--- config.mk ---
export PLATFORM = sky130hd
export DESIGN_NAME = sa_act_feeder_flat
export DESIGN_NICKNAME = d
export VERILOG_FILES = /design/src/rtl/sa_pkg.sv /design/src/rtl/sa_act_feeder_if.sv /design/src/rtl/sa_sync_fifo.sv /design/src/rtl/sa_act_feeder.sv /design/src/flat_wrapper.sv
export SDC_FILE = /design/constraint.sdc
export NUM_CORES = 1
export LEC_CHECK = 0
export ABC_AREA = 1
export ABC_CLOCK_PERIOD_IN_PS = 2610
export BUFFER_PORTS_ARGS = -buffer_cell sky130_fd_sc_hd__buf_2
export CAP_MARGIN = 20
export CORE_ASPECT_RATIO = 0.75
export CORE_MARGIN = 2
export CORE_UTILIZATION = 43
export DETAILED_ROUTE_END_ITERATION = 10
export PLACE_DENSITY = 0.69
export SETUP_SLACK_MARGIN = 0.5
export SYNTH_ARGS = -nofsm -noshare
export SYNTH_HDL_FRONTEND = slang
export SYNTH_SLANG_ARGS = --single-unit
--- constraint.sdc ---
create_clock -name clk -period 2.61 [get_ports clk]
set_input_delay 0 -clock clk [delete_from_list [all_inputs] [get_ports clk]]
set_output_delay 0 -clock clk [all_outputs]
set_load 0.01 [all_outputs]
--- src/rtl/sa_pkg.sv ---
// -----------------------------------------------------------------------------
// sa_pkg
// Shared definitions for the systolic-array activation path.
//   DefDataWidth   : default signed activation element width
//   DefRows        : default array rows (one skew lane per row)
//   act_vec_t      : one activation vector, element r in slice [r]
//   feeder_state_e : activation feeder control states
// -----------------------------------------------------------------------------
package sa_pkg;

   localparam int unsigned DefDataWidth = 8;
   localparam int unsigned DefRows      = 4;

   typedef logic [DefRows-1:0][DefDataWidth-1:0] act_vec_t;

   typedef enum logic [1:0] {
      IDLE,
      STREAM,
      DRAIN
   } feeder_state_e;

endpackage

--- src/rtl/sa_act_feeder_if.sv ---
// -----------------------------------------------------------------------------
// sa_act_feeder_if
// Valid/ready vector-input bus of the activation feeder. Signal suffixes are
// named from the feeder's point of view.
//   in_valid_i : vector offered
//   in_ready_o : feeder can accept the vector
//   in_data_i  : packed vector, element r in [DATA_WIDTH*(r+1)-1 -: DATA_WIDTH]
//   in_last_i  : vector is the last of its tile
// Modports: master = upstream producer, slave = feeder.
// -----------------------------------------------------------------------------
interface sa_act_feeder_if #(
   parameter int unsigned DATA_WIDTH = 8,
   parameter int unsigned ROWS       = 4
);

   logic                       in_valid_i;
   logic                       in_ready_o;
   logic [DATA_WIDTH*ROWS-1:0] in_data_i;
   logic                       in_last_i;

   modport master (
      output in_valid_i,
      output in_data_i,
      output in_last_i,
      input  in_ready_o
   );

   modport slave (
      input  in_valid_i,
      input  in_data_i,
      input  in_last_i,
      output in_ready_o
   );

endinterface

--- src/rtl/sa_sync_fifo.sv ---
// -----------------------------------------------------------------------------
// sa_sync_fifo
// Single-clock FIFO, first-word fall-through read (rdata_o shows the head
// entry whenever empty_o is low). Synchronous active-low reset empties it.
//   clk, rstn : clock, synchronous active-low reset
//   push_i    : write wdata_i (ignored when full)
//   wdata_i   : write data
//   pop_i     : drop the head entry (ignored when empty)
//   rdata_o   : head entry
//   full_o    : DEPTH entries held
//   empty_o   : no entries held
// -----------------------------------------------------------------------------
module sa_sync_fifo #(
   parameter int unsigned WIDTH = 33,
   parameter int unsigned DEPTH = 4
) (
   input  logic             clk,
   input  logic             rstn,
   input  logic             push_i,
   input  logic [WIDTH-1:0] wdata_i,
   input  logic             pop_i,
   output logic [WIDTH-1:0] rdata_o,
   output logic             full_o,
   output logic             empty_o
);

   localparam int unsigned PtrW = $clog2(DEPTH);

   logic [WIDTH-1:0] mem_q [DEPTH];
   logic [PtrW-1:0]  wr_ptr_q, wr_ptr_d;
   logic [PtrW-1:0]  rd_ptr_q, rd_ptr_d;
   logic [PtrW:0]    count_q, count_d;
   logic             do_push, do_pop;

   assign full_o  = (count_q == (PtrW+1)'(DEPTH));
   assign empty_o = (count_q == '0);
   assign do_push = push_i & ~full_o;
   assign do_pop  = pop_i & ~empty_o;
   assign rdata_o = mem_q[rd_ptr_q];

   // Pointers wrap naturally because DEPTH is a power of two.
   always_comb begin
      wr_ptr_d = wr_ptr_q;
      rd_ptr_d = rd_ptr_q;
      count_d  = count_q;
      if (do_push) wr_ptr_d = wr_ptr_q + PtrW'(1);
      if (do_pop)  rd_ptr_d = rd_ptr_q + PtrW'(1);
      if (do_push && !do_pop)      count_d = count_q + (PtrW+1)'(1);
      else if (!do_push && do_pop) count_d = count_q - (PtrW+1)'(1);
   end

   always_ff @(posedge clk) begin
      if (!rstn) begin
         wr_ptr_q <= '0;
         rd_ptr_q <= '0;
         count_q  <= '0;
      end else begin
         wr_ptr_q <= wr_ptr_d;
         rd_ptr_q <= rd_ptr_d;
         count_q  <= count_d;
      end
   end

   // Storage needs no reset; emptiness is tracked by count_q alone.
   always_ff @(posedge clk) begin
      if (do_push) mem_q[wr_ptr_q] <= wdata_i;
   end

endmodule

--- src/rtl/sa_act_feeder.sv ---
// -----------------------------------------------------------------------------
// sa_act_feeder
// Buffers whole activation vectors and feeds them to the 4x4 systolic array as
// diagonally skewed per-row streams (row r lags row 0 by r cycles). Injects
// zero bubbles when the buffer runs dry mid-tile, and flushes the array with
// 2*ROWS-1 zero vectors after the last vector of a tile.
//   clk, rstn        : clock, synchronous active-low reset
//   in_if            : vector input bus (valid/ready/data/last), slave side
//   data_a_0_o..3_o  : skewed lane outputs to array rows 0..3
//   acc_en_o         : accumulate enable, high while lanes carry tile data
//   busy_o           : controller not idle
//   done_o           : one-cycle pulse when a tile's drain completes
// The four lane ports tie this block to ROWS = 4.
// -----------------------------------------------------------------------------
module sa_act_feeder
   import sa_pkg::*;
#(
   parameter int unsigned DATA_WIDTH = DefDataWidth,
   parameter int unsigned ROWS       = DefRows,
   parameter int unsigned FIFO_DEPTH = 4
) (
   input  logic                  clk,
   input  logic                  rstn,
   sa_act_feeder_if.slave        in_if,
   output logic [DATA_WIDTH-1:0] data_a_0_o,
   output logic [DATA_WIDTH-1:0] data_a_1_o,
   output logic [DATA_WIDTH-1:0] data_a_2_o,
   output logic [DATA_WIDTH-1:0] data_a_3_o,
   output logic                  acc_en_o,
   output logic                  busy_o,
   output logic                  done_o
);

   localparam int unsigned VecW        = DATA_WIDTH * ROWS;
   localparam int unsigned DrainCycles = 2 * ROWS - 1;
   localparam int unsigned CntW        = $clog2(DrainCycles + 1);
   localparam logic [CntW-1:0] DrainLast = CntW'(DrainCycles - 1);

   feeder_state_e   state_q, state_d;
   logic [CntW-1:0] drain_cnt_q, drain_cnt_d;
   logic            done_q, done_d;
   logic            acc_en_q;
   logic            rst_done_q;

   logic            in_ready;
   logic            fifo_full, fifo_empty, fifo_pop;
   logic [VecW:0]   fifo_rdata;
   logic [VecW-1:0] inject;

   // Held low until the first clock edge after reset release.
   assign in_ready        = rst_done_q & ~fifo_full;
   assign in_if.in_ready_o = in_ready;

   sa_sync_fifo #(
      .WIDTH (VecW + 1),
      .DEPTH (FIFO_DEPTH)
   ) u_fifo (
      .clk     (clk),
      .rstn    (rstn),
      .push_i  (in_if.in_valid_i & in_ready),
      .wdata_i ({in_if.in_last_i, in_if.in_data_i}),
      .pop_i   (fifo_pop),
      .rdata_o (fifo_rdata),
      .full_o  (fifo_full),
      .empty_o (fifo_empty)
   );

   always_comb begin
      state_d     = state_q;
      drain_cnt_d = drain_cnt_q;
      done_d      = 1'b0;
      fifo_pop    = 1'b0;
      inject      = '0;
      unique case (state_q)
         IDLE: begin
            // No pop on this transition: STREAM starts popping next cycle.
            if (!fifo_empty) state_d = STREAM;
         end
         STREAM: begin
            // Empty FIFO leaves inject at zero: a bubble that is MAC-neutral.
            if (!fifo_empty) begin
               fifo_pop = 1'b1;
               inject   = fifo_rdata[VecW-1:0];
               if (fifo_rdata[VecW]) begin
                  state_d     = DRAIN;
                  drain_cnt_d = '0;
               end
            end
         end
         DRAIN: begin
            if (drain_cnt_q == DrainLast) begin
               state_d     = IDLE;
               drain_cnt_d = '0;
               done_d      = 1'b1;
            end else begin
               drain_cnt_d = drain_cnt_q + CntW'(1);
            end
         end
         default: state_d = IDLE;
      endcase
   end

   always_ff @(posedge clk) begin
      if (!rstn) begin
         state_q     <= IDLE;
         drain_cnt_q <= '0;
         done_q      <= 1'b0;
         acc_en_q    <= 1'b0;
         rst_done_q  <= 1'b0;
      end else begin
         state_q     <= state_d;
         drain_cnt_q <= drain_cnt_d;
         done_q      <= done_d;
         // Every non-idle cycle injects into lane 0, visible one cycle later.
         acc_en_q    <= (state_q != IDLE);
         rst_done_q  <= 1'b1;
      end
   end

   // Lane r is r+1 registers deep, giving element r a latency of r+1 cycles.
   logic [DATA_WIDTH-1:0] lane_out [ROWS];

   for (genvar r = 0; r < ROWS; r++) begin : g_lane
      logic [DATA_WIDTH-1:0] stage_q [r+1];

      always_ff @(posedge clk) begin
         if (!rstn) begin
            for (int s = 0; s <= r; s++) stage_q[s] <= '0;
         end else begin
            stage_q[0] <= inject[r*DATA_WIDTH +: DATA_WIDTH];
            for (int s = 1; s <= r; s++) stage_q[s] <= stage_q[s-1];
         end
      end

      assign lane_out[r] = stage_q[r];
   end

   assign data_a_0_o = lane_out[0];
   assign data_a_1_o = lane_out[1];
   assign data_a_2_o = lane_out[2];
   assign data_a_3_o = lane_out[3];
   assign acc_en_o   = acc_en_q;
   assign busy_o     = (state_q != IDLE);
   assign done_o     = done_q;

endmodule

--- src/flat_wrapper.sv ---
// flat-port wrapper written by rule: the top's interface ports become plain ports
module sa_act_feeder_flat import sa_pkg::*;
#(
   parameter int unsigned DATA_WIDTH = DefDataWidth,
   parameter int unsigned ROWS       = DefRows,
   parameter int unsigned FIFO_DEPTH = 4
)
  (clk, rstn, data_a_0_o, data_a_1_o, data_a_2_o, data_a_3_o, acc_en_o, busy_o, done_o, in_if_in_valid_i, in_if_in_data_i, in_if_in_last_i, in_if_in_ready_o);
  sa_act_feeder_if #(.DATA_WIDTH(DATA_WIDTH), .ROWS(ROWS)) in_if_i ();
  input  logic clk;
  input  logic rstn;
  output logic [DATA_WIDTH-1:0] data_a_0_o;
  output logic [DATA_WIDTH-1:0] data_a_1_o;
  output logic [DATA_WIDTH-1:0] data_a_2_o;
  output logic [DATA_WIDTH-1:0] data_a_3_o;
  output logic acc_en_o;
  output logic busy_o;
  output logic done_o;
  input wire logic [$bits(in_if_i.in_valid_i)-1:0] in_if_in_valid_i;
  input wire logic [$bits(in_if_i.in_data_i)-1:0] in_if_in_data_i;
  input wire logic [$bits(in_if_i.in_last_i)-1:0] in_if_in_last_i;
  output wire logic [$bits(in_if_i.in_ready_o)-1:0] in_if_in_ready_o;
  assign in_if_i.in_valid_i = in_if_in_valid_i;
  assign in_if_i.in_data_i = in_if_in_data_i;
  assign in_if_i.in_last_i = in_if_in_last_i;
  assign in_if_in_ready_o = in_if_i.in_ready_o;
  sa_act_feeder #(.DATA_WIDTH(DATA_WIDTH), .ROWS(ROWS), .FIFO_DEPTH(FIFO_DEPTH)) u_core (.clk(clk), .rstn(rstn), .in_if(in_if_i), .data_a_0_o(data_a_0_o), .data_a_1_o(data_a_1_o), .data_a_2_o(data_a_2_o), .data_a_3_o(data_a_3_o), .acc_en_o(acc_en_o), .busy_o(busy_o), .done_o(done_o));
endmodule
==> flow_summary.yaml <==
status:
  status: "finished, final reports clean"
routing:
  via_per_inst: 4.61
  ant_nets: 0
  num_vias: 4857
  dr.pass1.iters: 4
  drc_errors: 0
  drt_iter0_drc: 337
  drt_wl_total_um: 13900
  post_drt_wl_per_cell_um: 13.2
yosys:
  syn_nets: 738
  ys_warn_count: 0
  synth_area_sq_um: 8080
  syn_avg_cell_area_sq_um: 11.6
  synthTopCellsByArea: "edfxtp_1 (49%), dfxtp_1 (24%), nor2_1 (6.5%)"
  yosysMostFrequentCell: "nor2_1"
  synth_cell_types: 26
  ys_async_sr_fraction_pct: 0
  synth_largest_area_cell: "edfxtp_1"
  yosysTopAreaCellShare_pct: 49.1
  synthTopCellsByCount: "nor2_1 (139), edfxtp_1 (132), dfxtp_1 (97)"
  ys_ff_latch: 229
  ys_seq_area_share_pct: 73.1
  synth_ff_type: "edfxtp_1"
  synth_edf_count: 132
  synthCells: 696
layout:
  final_layout_size_suffix_gt1_share_pct: 17.1
  final_cells: 1053
  nFillCells: 1598
  nets: 831
  utilization_pct: 52.1
  diodes: 0
  syn_to_final_growth_pct: 19.0
  final_cell_area_sq_um: 9610
global_routing:
  grt_pass1_wl_um: 22500
  overflow: 0
  grt_usage_pct: 14.4
  grt_max_degree: 67
  use_met2_pct: 23.4
  use_met3_pct: 3.21
  antenna_found_initial: 0
  grt_pass1_vias: 4635
  busiest_layer: "met2"
  met1_usage_pct: 19.9
pwr:
  peakVddDrop_mv: 0.669
  swShare_pct: 26.4
  leakage_nw: 4.00
  combPwrFrac_pct: 14.3
  pwr-share-seq_pct: 49.5
  pwr-share-clk_pct: 36.2
  p_int_mw: 6.21
  power_mw: 8.44
  switching_power_mw: 2.23
  power_density_nw_per_um2: 879
floorplanning:
  die_y_um: 123
  die_w_um: 162
  rows: 43
  dieArea_sq_um: 19900
  start_util_pct: 43.8
  pin_count: 72
  core_sq_um: 18500
clock_tree:
  cts_tree: "yes"
  clkSinkCount: 229
  cts_buffers: 23
  clockBufferDepth: 3
  clk_pin_slew_ns: 0.06
  cts_max_level: 1
  clkLatencyLatePin_ns: 0.51
  cts_root_buf: "clkbuf_16"
placed_design:
  dp_hpwl_um: 7940
  gp_congestion: 0.721
  port_buffers: 71
  placed_area_sq_um: 8560
  place_ws_ns: 0.639
  place_inst: 977
sta:
  finalSetupViolations: 0
  skew_ns: 0.0111
  fin_crit_sh_pct: 72.2
  hold_ws_ns: 0.0698
  tightest_slew_ns: 0.796
  max_freq_ghz: 0.531
  relSlewSlack_pct: 46.7
  hold_viol_final: 0
  final.setup.tns_ns: 0
  rsz0062_at_grt: "false"
  slew_violations: 0
  period_needed_ns: 1.88
  fin_ws_ns: 0.725
setup_path:
  slowest_delay_ns: 0.38
  cp.arrival_ns: 2.27
  setup.worst_path.end_class: "flop"
  crit_fanout: 4
  worstSetupPathType: "reg2reg"
  cp_data_required_time_ns: 3.00
  start_kind: "flop"
  critPathSlowestCell: "fa_1"
  path_cells: "nor2_4 > nand2_1 > nand2_1 > ha_1 > inv_1 > fa_1 > a21oi_1 > o21ai_0 > o21ai_1 > a21oi_1"
worst_hold_path:
  min_path_type: "in2reg"
run:
  drv_cap: 0
[layout by cell type, fill, tap and decap left out, types with 34 or more instances in the layout]
cell type      netlist  routed
nor2_1             139     135
inv_1               69      69
dlygate4sd3_1        0      34
o21ai_0             37      36
edfxtp_1           132     132
buf_2                7      71
nand2_1             67      67
dfxtp_1             97      93
o21ai_1             37      38
a21oi_1             43      43
[routing by layer]
layer	vias to the layer above	part of all wire, %
li1	2453	-
met4	0	1.6
met2	110	45
met3	19	5.7
met1	2275	48
met5	-	0
[state kept, by name, indices dropped and copies added (netlist names), named ones only]
register / count
u_core.u_fifo.wr_ptr_q: 2
u_core.done_o: 1
u_core.rst_done_q: 1
u_core.u_fifo.count_q: 3
u_core.state_q: 2
u_core.u_fifo.rd_ptr_q: 2
u_core.acc_en_o: 1
u_core.g_lane.stage_q: 80
u_core.u_fifo.mem_q: 132
u_core.drain_cnt_q: 3
[power by group through the flow]
stage	combinational (mW)	clock [mW]	sequential, mW
after global placement	1.14	0	4.25
after detailed placement	1.17	0	4.25
after floorplan	0.912	0	4.25
final	1.21	3.06	4.18
after CTS	1.22	3.14	4.18
after global routing	1.38	3.29	4.21
[logic make-up after synthesis]
family	synth area share, %
buffers and inverters	7.22
AO/OA/AOI/OAI	7.69
AND/OR/NAND/NOR	10.9
flip-flops	73.1
adder cells (fa/ha/maj)	1.02
[area by class of cell]
| cell class | instances | area, sq um | share of cell area [%] |
|---|---|---|---|
| Timing Repair Buffer | 115 | 796 | 8.28 |
| Tap cell | 247 | 309 | 3.22 |
| Clock inverter | 17 | 129 | 1.34 |
| Inverter | 71 | 268 | 2.79 |
| Clock buffer | 25 | 583 | 6.07 |
| Multi-Input combinational cell | 349 | 1620 | 16.8 |
| Sequential cell | 229 | 5910 | 61.5 |
[worst paths after layout]
check | to | depth (start not counted) | from | slack (ns)
max | u_core.u_fifo.count_q[2] | 10 | u_core.u_fifo.count_q[0] | 0.73
min | u_core.rst_done_q | 2 | rstn | 0.07
max reg2reg | u_core.u_fifo.count_q[2] | 10 | u_core.u_fifo.count_q[0] | 0.73
min reg2reg | u_core.g_lane[2].stage_q[0][21] | 2 | u_core.g_lane[2].stage_q[0][13] | 0.41
[critical path: cells and delay by family (launching register included)]
kind                     cells  cell delay [ns]
flip-flops                   1             0.35
adder cells (fa/ha/maj)      2             0.52
buffers and inverters        1             0.06
AND/OR/NAND/NOR              3             0.36
AO/OA/AOI/OAI                4             0.48
[repair_timing]
action                                  CTS  global route
setup buffers                             0             0
endpoints found under the setup margin    0             1
hold buffers                             34             0
gates resized for setup                   0             3
hold endpoints to repair                133             0
Power figures use the tool's default switching activity.
